File: src/rtl/aes_ahb_slave.sv
// aes_ahb_slave: AHB-Lite slave front end of the AES accelerator.
// Decodes 32-bit CPU transfers into a 128-bit input block buffer plus control
// strobes for the AES controller, and buffers one 128-bit result for read-back.
// Ports:
//   clk, n_rst                    clock, asynchronous active-low reset
//   hsel/haddr/htrans/hwrite/hsize/hwdata -> hrdata/hready/hresp   AHB-Lite slave
//   start, data_received, data_type, enc_dec                       controller strobes
//   fetch, done_chg_key           controller consumes block / key schedule done
//   block_out                     input block, word0 in [127:96]
//   result_valid, result_in -> result_ready                        result capture
// Optional build macro: AES_AHB_BYTESWAP_EN byte-reverses every 32-bit word on
// entry to DATA_IN and on exit from DATA_OUT (little-endian CPU byte order).
module aes_ahb_slave (
    input  logic         clk,
    input  logic         n_rst,
    input  logic         hsel,
    input  logic [7:0]   haddr,
    input  logic [1:0]   htrans,
    input  logic         hwrite,
    input  logic [2:0]   hsize,
    input  logic [31:0]  hwdata,
    output logic [31:0]  hrdata,
    output logic         hready,
    output logic         hresp,
    output logic         start,
    output logic         data_received,
    output logic         data_type,
    output logic         enc_dec,
    input  logic         fetch,
    input  logic         done_chg_key,
    output logic [127:0] block_out,
    input  logic         result_valid,
    input  logic [127:0] result_in,
    output logic         result_ready
);

    localparam int unsigned DATA_W = 32;
    localparam int unsigned BLK_W  = 128;

    typedef enum logic [2:0] {S_IDLE, S_DATA, S_WAIT, S_ERR1, S_ERR2} state_t;

    state_t             state_q;
    logic               hready_q, hresp_q;
    logic [7:0]         addr_q,     addr_d;
    logic               write_q,    write_d;
    logic [DATA_W-1:0]  hrdata_q,   hrdata_d;
    logic               start_q,    start_d;
    logic               dtype_q,    dtype_d;
    logic               encdec_q,   encdec_d;
    logic               key_done_q, key_done_d;
    logic               in_full_q,  in_full_d;
    logic               out_valid_q, out_valid_d;
    logic               rdy_q,      rdy_d;
    logic [BLK_W-1:0]   in_buf_q,   in_buf_d;
    logic [BLK_W-1:0]   out_buf_q,  out_buf_d;

    logic acc_c, legal_c, din_wr_c, is_din_c, is_dout_c;
    logic wr_ctrl_c, wr_din_c, rd_stat_c, rd_dout3_c, capture_c;
    logic unused_htrans;

    // SEQ/NONSEQ are treated alike; only htrans[1] matters.
    assign unused_htrans = htrans[0];

    function automatic logic [31:0] bswap(input logic [31:0] w);
`ifdef AES_AHB_BYTESWAP_EN
        return {w[7:0], w[15:8], w[23:16], w[31:24]};
`else
        return w;
`endif
    endfunction

    // Address-phase decode of the transfer currently on the bus.
    always_comb begin
        acc_c     = hsel & htrans[1] & hready_q;
        is_din_c  = (haddr[7:4] == 4'h1) && (haddr[1:0] == 2'b00);
        is_dout_c = (haddr[7:4] == 4'h2) && (haddr[1:0] == 2'b00);
        din_wr_c  = is_din_c & hwrite;
        legal_c   = (hsize == 3'b010) &&
                    ((haddr == 8'h00) ||
                     ((haddr == 8'h04) && !hwrite) ||
                     din_wr_c ||
                     (is_dout_c && !hwrite));
    end

    // Data-phase completion strobes; only legal transfers ever reach S_DATA.
    always_comb begin
        wr_ctrl_c  = (state_q == S_DATA) &&  write_q && (addr_q == 8'h00);
        wr_din_c   = (state_q == S_DATA) &&  write_q && (addr_q[7:4] == 4'h1);
        rd_stat_c  = (state_q == S_DATA) && !write_q && (addr_q == 8'h04);
        rd_dout3_c = (state_q == S_DATA) && !write_q && (addr_q == 8'h2C);
        capture_c  = result_valid & rdy_q;
    end

    // Next-state for registers, buffers and flags.
    always_comb begin
        addr_d      = addr_q;
        write_d     = write_q;
        dtype_d     = dtype_q;
        encdec_d    = encdec_q;
        start_d     = 1'b0;
        in_buf_d    = in_buf_q;
        in_full_d   = in_full_q;
        key_done_d  = key_done_q;
        out_valid_d = out_valid_q;
        out_buf_d   = out_buf_q;
        hrdata_d    = '0;

        if (acc_c) begin
            addr_d  = haddr;
            write_d = hwrite;
        end

        if (wr_ctrl_c) begin
            start_d  = hwdata[0];
            dtype_d  = hwdata[1];
            encdec_d = hwdata[2];
        end

        if (wr_din_c) begin
            case (addr_q[3:2])
                2'd0:    in_buf_d[127:96] = bswap(hwdata);
                2'd1:    in_buf_d[95:64]  = bswap(hwdata);
                2'd2:    in_buf_d[63:32]  = bswap(hwdata);
                default: in_buf_d[31:0]   = bswap(hwdata);
            endcase
        end

        // Word3 write fills the buffer; fetch frees it only when full.
        if (wr_din_c && (addr_q[3:2] == 2'd3)) begin
            in_full_d = 1'b1;
        end else if (fetch && in_full_q) begin
            in_full_d = 1'b0;
        end

        // A key-done event in the same cycle as a STATUS read keeps the flag.
        if (done_chg_key) begin
            key_done_d = 1'b1;
        end else if (rd_stat_c) begin
            key_done_d = 1'b0;
        end

        if (capture_c) begin
            out_valid_d = 1'b1;
            out_buf_d   = result_in;
        end else if (rd_dout3_c) begin
            out_valid_d = 1'b0;
        end

        // Read data is registered at address acceptance so it is valid for the
        // whole zero-wait data phase; it reflects updates landing on that edge.
        if (acc_c && legal_c && !hwrite) begin
            if (haddr == 8'h00) begin
                hrdata_d = {29'd0, encdec_d, dtype_d, 1'b0};
            end else if (haddr == 8'h04) begin
                hrdata_d = {28'd0, in_full_d | out_valid_d, in_full_d,
                            out_valid_d, key_done_d};
            end else if (out_valid_d) begin
                case (haddr[3:2])
                    2'd0:    hrdata_d = bswap(out_buf_d[127:96]);
                    2'd1:    hrdata_d = bswap(out_buf_d[95:64]);
                    2'd2:    hrdata_d = bswap(out_buf_d[63:32]);
                    default: hrdata_d = bswap(out_buf_d[31:0]);
                endcase
            end
        end

        rdy_d = !out_valid_d;
    end

    // Response FSM with registered hready/hresp for the upcoming data phase.
    always_ff @(posedge clk or negedge n_rst) begin
        if (!n_rst) begin
            state_q  <= S_IDLE;
            hready_q <= 1'b1;
            hresp_q  <= 1'b0;
        end else begin
            case (state_q)
                S_IDLE, S_DATA, S_ERR2: begin
                    if (acc_c && !legal_c) begin
                        state_q  <= S_ERR1;
                        hready_q <= 1'b0;
                        hresp_q  <= 1'b1;
                    end else if (acc_c && din_wr_c && in_full_d) begin
                        state_q  <= S_WAIT;
                        hready_q <= 1'b0;
                        hresp_q  <= 1'b0;
                    end else if (acc_c) begin
                        state_q  <= S_DATA;
                        hready_q <= 1'b1;
                        hresp_q  <= 1'b0;
                    end else begin
                        state_q  <= S_IDLE;
                        hready_q <= 1'b1;
                        hresp_q  <= 1'b0;
                    end
                end
                S_WAIT: begin
                    // The fetch edge frees the buffer; the write completes next cycle.
                    if (fetch) begin
                        state_q  <= S_DATA;
                        hready_q <= 1'b1;
                    end
                end
                S_ERR1: begin
                    state_q  <= S_ERR2;
                    hready_q <= 1'b1;
                    hresp_q  <= 1'b1;
                end
                default: begin
                    state_q  <= S_IDLE;
                    hready_q <= 1'b1;
                    hresp_q  <= 1'b0;
                end
            endcase
        end
    end

    // Register and buffer state.
    always_ff @(posedge clk or negedge n_rst) begin
        if (!n_rst) begin
            addr_q      <= '0;
            write_q     <= 1'b0;
            hrdata_q    <= '0;
            start_q     <= 1'b0;
            dtype_q     <= 1'b0;
            encdec_q    <= 1'b0;
            key_done_q  <= 1'b0;
            in_full_q   <= 1'b0;
            out_valid_q <= 1'b0;
            rdy_q       <= 1'b1;
            in_buf_q    <= '0;
            out_buf_q   <= '0;
        end else begin
            addr_q      <= addr_d;
            write_q     <= write_d;
            hrdata_q    <= hrdata_d;
            start_q     <= start_d;
            dtype_q     <= dtype_d;
            encdec_q    <= encdec_d;
            key_done_q  <= key_done_d;
            in_full_q   <= in_full_d;
            out_valid_q <= out_valid_d;
            rdy_q       <= rdy_d;
            in_buf_q    <= in_buf_d;
            out_buf_q   <= out_buf_d;
        end
    end

    assign hrdata        = hrdata_q;
    assign hready        = hready_q;
    assign hresp         = hresp_q;
    assign start         = start_q;
    assign data_received = in_full_q;
    assign data_type     = dtype_q;
    assign enc_dec       = encdec_q;
    assign block_out     = in_buf_q;
    assign result_ready  = rdy_q;

endmodule

File: config.mk
export PLATFORM = sky130hd
export DESIGN_NAME = aes_ahb_slave
export DESIGN_NICKNAME = d
export VERILOG_FILES = /design/src/rtl/aes_ahb_slave.sv
export SDC_FILE = /design/constraint.sdc
export NUM_CORES = 1
export LEC_CHECK = 0
export BUFFER_PORTS_ARGS = -buffer_cell sky130_fd_sc_hd__buf_2
export CAP_MARGIN = 20
export CORE_MARGIN = 2
export CORE_UTILIZATION = 23
export DETAILED_ROUTE_END_ITERATION = 8
export PLACE_DENSITY = 0.52
export SYNTH_ARGS = -nofsm -noshare
export SYNTH_HDL_FRONTEND = slang
export SYNTH_SLANG_ARGS = --single-unit
File: constraint.sdc
create_clock -name clk -period 5.15 [get_ports clk]
set_input_delay 0.2575 -clock clk [delete_from_list [all_inputs] [get_ports clk]]
set_output_delay 0.2575 -clock clk [all_outputs]
set_load 0.005 [all_outputs]
==> results of run 1 <==
==> cells in the mapped netlist, drive strengths merged, types with 2 or more instances <==
cell type / instances
a211o: 3
a211oi: 2
a21o: 31
a21oi: 30
and2: 4
and3: 4
buf: 21
clkbuf: 33
dfrtp: 307
dfstp: 2
inv: 4
mux2: 267
mux2i: 2
mux4: 5
nand2: 66
nand2b: 27
nand3: 4
nand4: 3
nor2: 6
nor2b: 3
nor3: 5
nor3b: 3
nor4: 2
o211ai: 30
o21a: 2
o21ai: 3
or2: 2
or4: 3
==> power by group through the flow <==
stage	registers [mW]	logic (mW)	clock network [mW]
after floorplan	3.17	0.839	0
after global placement	3.18	1.27	0
after detailed placement	3.21	1.30	0
after CTS	3.17	1.40	2.63
after global routing	3.22	1.53	2.73
final	3.16	1.38	2.54
==> repair_timing <==
item / 4_1_cts / 5_1_grt
hold buffers: 157 / 0
endpoints found under the hold margin: 267 / 0
setup buffers: 0 / 0
==> placed cells by master, fill, tap and decap left out, types with 8 or more instances in the layout <==
cell,instances
o211ai_1,30
a21oi_2,20
mux2_2,266
buf_2,344
dfrtp_1,307
clkbuf_1,8
clkbuf_16,39
nand2_1,65
buf_4,8
dlygate4sd3_1,157
nand2b_1,27
a21o_1,31
a21oi_1,10
==> per-stage QoR <==
stage / worst slack, ns / util / power (mW) / hold slack (ns) / area, sq um
finish: 2.15 / 0.327 / 7.08 / 0.0268 / 17900
detailed placement: 2.13 / 0.277 / 4.51 / 0.185 / 15200
global route: 1.95 / 0.327 / 7.48 / 0.00958 / 17900
floorplan: 2.94 / - / 4.01 / -0.0381 / 12700
CTS: 2.07 / 0.327 / 7.20 / 0.000410 / 17900
global placement: 2.18 / 0.277 / 4.45 / 0.184 / 15200
==> final cells by class <==
cell class	count	area [sq um]	share of cell area
Tap cell	704	881	0.0491
Clock inverter	10	86.3	0.00482
Inverter	5	20.0	0.00112
Sequential cell	309	7730	0.431
Clock buffer	53	1090	0.0607
Timing Repair Buffer	512	3410	0.190
Antenna cell	3	7.51	0.000419
Multi-Input combinational cell	518	4700	0.262
==> sequential cells by signal, summed over array words and instances, names as in the netlist, 3 cells and up <==
register	cells
addr_q	8
block_out	128
out_buf_q	128
state_q	3
hrdata	32
==> how the worst min path moves through the flow <==
stage	slack, ns	startpoint	cells past startpoint	end
after floorplan	-0.04	n_rst	0	addr_q[0]
after global placement	0.18	n_rst	1	block_out[41]
after detailed placement	0.18	n_rst	1	block_out[41]
after CTS	0.0004	result_in[110]	2	out_buf_q[110]
after global routing	0.01	hwdata[9]	2	block_out[41]
final	0.03	result_in[110]	2	out_buf_q[110]
==> worst register-to-register path: cells and delay by family, from the launching register on <==
family / cells / cell delay (ns)
compound gates: 2 / 0.70
flops: 1 / 0.54
simple gates: 3 / 1.65
==> cell families (layout without fill, tap and decap cells) <==
logic type | Yosys count | count (layout) | synth area share
compound gates | 107 | 107 | 0.0645
buf+inv | 59 | 580 | 0.0204
flops | 309 | 309 | 0.611
mux | 274 | 274 | 0.248
other cells | 0 | 3 | 0
simple gates | 137 | 137 | 0.0565
==> routing by layer <==
layer | global-route usage | routed length, microns
met3 | 0.0393 | 2830
met1 | 0.163 | 16300
met4 | 0.0386 | 844
met2 | 0.209 | 16900
met5 | 0 | 13
==> metrics.txt, run 1 <==
Critical path buffers and inverters=0; Worst Setup EP=hrdata[31]; initial core utilization=0.231; leading area contributor after synthesis=dfrtp_1; drt total wl=36.9 mm; Slowest-stage cell, CP=or4_4; yosys warns=0; R2R Path Start=hready; WS Path Type=reg -> reg; CP Cell Sequence=nand3_1, or4_4, a211oi_4, nand3_4, a21oi_1; cell count after placement=1891; Core Area=54800 sq um; Layout Nets=1564; Hold/Removal Path Class=in -> reg; clock edge transition at the registers on the reported setup and hold paths=0.06 ns; number of synthesized flops with an enable pin=0; ys flop type=dfrtp_1; Reg power frac=0.447; largest net degree at the start of global routing=137; Crit. Startpoint=hready; Final Hold Viols=0; Clock Power Share=0.358; Max-cap violations=0; # resized after CTS=0; Yosys top cell area share=0.607; CP max FO=28; initial DRC count=269; CTS Buffer Depth=3; switch share=0.253; CTS sink cnt=309; DIE AREA=57000 sq um; period utilization=0.582; First-pass DRT Iterations=4; status=complete, no violations; capturing element type of the critical path=flop; TritonCTS clock tree=done; startpoint types=flop; FP Rows=86; mean area per synthesized cell=14.3 sq um; Area contributors post-synth=dfrtp_1 61%, mux2_2 24%, nand2_1 2.0%; combinational power share=0.195; Worst path depth=5; R2R setup slack=2.15 ns; CP delay by family, top=simple AND/OR/NAND/NOR gates; PwrDens=395 nW/um^2; # H-tree levels=2; layout cells sized above 1=0.511; Yosys cell types=48; max_slew headroom=0.278; Worst R2R End=hrdata[31]; asr flop ratio synth=1.00; worst-margin pin slew=1.08 ns; Total Routing Usage GR=0.128; final setup violation count=0; worst vdd ir=242 uV; #FFs+latches synth=309; Non-Filler Instances=2114; Root Buffer=clkbuf_16; clk_lat worst skew=0.53 ns; synthesized area=12700 sq um; Die W=239 microns; sequential share of the synthesized area=0.611; DRC=0; unrepaired setup endpoints after global routing=false; clock skew=0.0139 ns; DP Wirelength=24.6 mm; WL per Instance=17.5 microns; Pint=5.29 mW; gate count after technology mapping=886; antenna-violating nets left=0; die height=239 microns; Tmin final=3.00 ns; PortBufs=345; first-pass GRT wire length=56.8 mm; P_sw=1.79 mW; total congestion overflow=0; DR vias/cell=4.26; I/O Pins=347; via count=9008; total CTS buffers=38; syn nets=1066; R2R depth=5; Fillers=5483; CP arrival=3.43 ns; vias in the first global route=9708; Area Overhead vs Synth=41.5%; Static Leak=8.71 nW; final slew viol count=0; initial antenna violation count=5; setup total negative slack=0 ns; GP Congestion=0.739; Worst path max stage delay=0.64 ns; CP required=5.58 ns; Max Clock Freq=333 MHz
No activity file was read; power rests on OpenSTA's default activity.
==> run 2: changes to the inputs <==
--- a/config.mk
+++ b/config.mk
@@ -10,7 +10,7 @@
 export CORE_MARGIN = 2
 export CORE_UTILIZATION = 23
 export DETAILED_ROUTE_END_ITERATION = 8
-export PLACE_DENSITY = 0.52
+export PLACE_DENSITY = 0.53
 export SYNTH_ARGS = -nofsm -noshare
 export SYNTH_HDL_FRONTEND = slang
 export SYNTH_SLANG_ARGS = --single-unit
==> constraint.sdc (replaced) <==
create_clock -name clk -period 2.65 [get_ports clk]
set_input_delay 0.1325 -clock clk [delete_from_list [all_inputs] [get_ports clk]]
set_output_delay 0.1325 -clock clk [all_outputs]
set_load 0.005 [all_outputs]
==> run 2 against run 1 <==
Combinational power up 98%. Design area up 2.7%. Global-route usage increased by 0.20 points. Largest cell class unchanged.
==> metrics.txt, run 2 (synthesis gave the netlist of run 1 again) <==
final setup violation count=0 (unchanged); Max-cap violations=0 (unchanged); setup total negative slack=0 ns (unchanged); # Post-CTS Setup Buffers=0 (unchanged); DP Wirelength=25.3 mm (was 24.6 mm); total CTS buffers=37 (was 38); Area Overhead vs Synth=45.3% (was 41.5%); First-pass DRT Iterations=4 (unchanged); status=complete, no violations (unchanged); final worst slack=0.339 ns (was 2.15 ns); DIE AREA=57000 sq um (unchanged); WS Path Type=in -> reg (was reg -> reg); drt total wl=37.5 mm (was 36.9 mm); antenna-violating nets left=0 (unchanged); Core Area=54800 sq um (unchanged); # H-tree levels=2 (unchanged); Hold/Removal Path Class=in -> reg (unchanged); PortBufs=345 (unchanged); GP Congestion=0.746 (was 0.739); most frequent cells in the layout=344 x buf_2, 307 x dfrtp_1, 266 x mux2_2 (unchanged); multi-input logic area=4700 sq um (unchanged); DR vias/cell=4.24 (was 4.26); worst-margin pin slew=0.754 ns (was 1.08 ns); CTS sink cnt=309 (unchanged); die height=239 microns (unchanged); capturing element type of the critical path=flop (unchanged); Root Buffer=clkbuf_16 (unchanged); Tmin final=2.31 ns; I/O Pins=347 (unchanged); PwrDens=759 nW/um^2 (was 395 nW/um^2); Max Clock Freq=433 MHz; clk_lat worst skew=0.54 ns (was 0.53 ns); final slew viol count=0 (unchanged); clock skew=0.00843 ns (was 0.0139 ns); most common cell after layout, fill and taps aside=buf_2 (unchanged); TritonCTS clock tree=done (unchanged); FP Rows=86 (unchanged); layout cells sized above 1=0.513 (was 0.511); initial DRC count=342 (was 269); initial core utilization=0.231 (unchanged); Fillers=5438 (was 5483); Die W=239 microns (unchanged); unrepaired setup endpoints after global routing=false (unchanged); via count=9130 (was 9008); total congestion overflow=0 (unchanged); first-pass GRT wire length=57.4 mm (was 56.8 mm); final core utilization=0.336 (was 0.327); Total Routing Usage GR=0.130 (was 0.128); Final Hold Viols=0 (unchanged); CP required=3.11 ns (was 5.58 ns); clock edge transition at the registers on the reported setup and hold paths=0.06 ns (about the same); pre-CTS setup slack=0.357 ns (was 2.13 ns); WL per Instance=17.4 microns (was 17.5 microns); CTS Buffer Depth=3 (unchanged); initial antenna violation count=5 (unchanged); max_slew headroom=0.497 (was 0.278); startpoint types=input port (was flop); DRC=0 (unchanged); largest net degree at the start of global routing=82 (was 137); register area=7730 sq um (unchanged); CP max FO=28 (unchanged); period utilization=0.872; Static Leak=8.94 nW (was 8.71 nW); worst vdd ir=414 uV (was 242 uV); vias in the first global route=9856 (was 9708); CP arrival=2.77 ns (was 3.43 ns); Layout Nets=1598 (was 1564)
run 2: power breakdown:
group	internal, mW	leakage [nW]	switching, mW	total [mW]
sequential	5.79	3.97	0.371	6.16
clock	3.09	0.603	2.00	5.09
combinational	1.59	4.37	1.14	2.73
total	10.5	8.94	3.51	14.0
run 2: final timing paths:
kind                               start             to  slack (ns)  depth (start not counted)
min in group asynchronous          n_rst  block_out[66]        0.23                          2
hold reg to reg            out_buf_q[37]  out_buf_q[37]        0.49                          1
setup / recovery                haddr[7]     hrdata[31]        0.34                          8
max in group asynchronous          n_rst  out_buf_q[96]        1.62                          3
setup reg to reg              state_q[1]  block_out[62]        0.45                          5
hold / removal                 htrans[1]      hrdata[0]        0.18                          5
run 2: timing repair:
action	4_1_cts	5_1_grt
hold buffers	171	0
gates resized for setup	0	0
hold endpoints to repair	342	0
run 2: through the flow:
stage	power [mW]	instance area [sq um]	hold WS, ns	cells
finish	14.0	18400	0.175	2152
global route	14.8	18400	0.178	2152
CTS	14.2	18400	0.140	2150
detailed placement	8.79	15500	0.222	1912
global placement	8.69	15500	0.219	1912
floorplan	7.79	12700	-0.163	886
run 2: metal layers:
| layer | vias up | track usage | wire, microns |
|---|---|---|---|
| met5 | - | 0 | 34 |
| met4 | 6 | 0.0398 | 878 |
| met3 | 57 | 0.0388 | 2730 |
| met2 | 288 | 0.222 | 17800 |
| met1 | 4552 | 0.158 | 16000 |
| li1 | 4227 | - | - |
run 2: layout make-up:
| type | count | share of cell area |
|---|---|---|
| Antenna cell | 2 | 0.000272 |
| Clock buffer | 56 | 0.0603 |
| Clock inverter | 11 | 0.00605 |
| Inverter | 5 | 0.00109 |
| Multi-Input combinational cell | 518 | 0.255 |
| Sequential cell | 309 | 0.420 |
| Tap cell | 704 | 0.0479 |
| Timing Repair Buffer | 547 | 0.209 |
run 2: worst max-delay path, cell delays in order:
cell and delay (ns):
dlygate4sd3_1 0.55, buf_2 0.13, or4_4 0.59, or4_4 0.57, a211oi_4 0.30, nand3_4 0.11, buf_12 0.20, a21oi_1 0.15
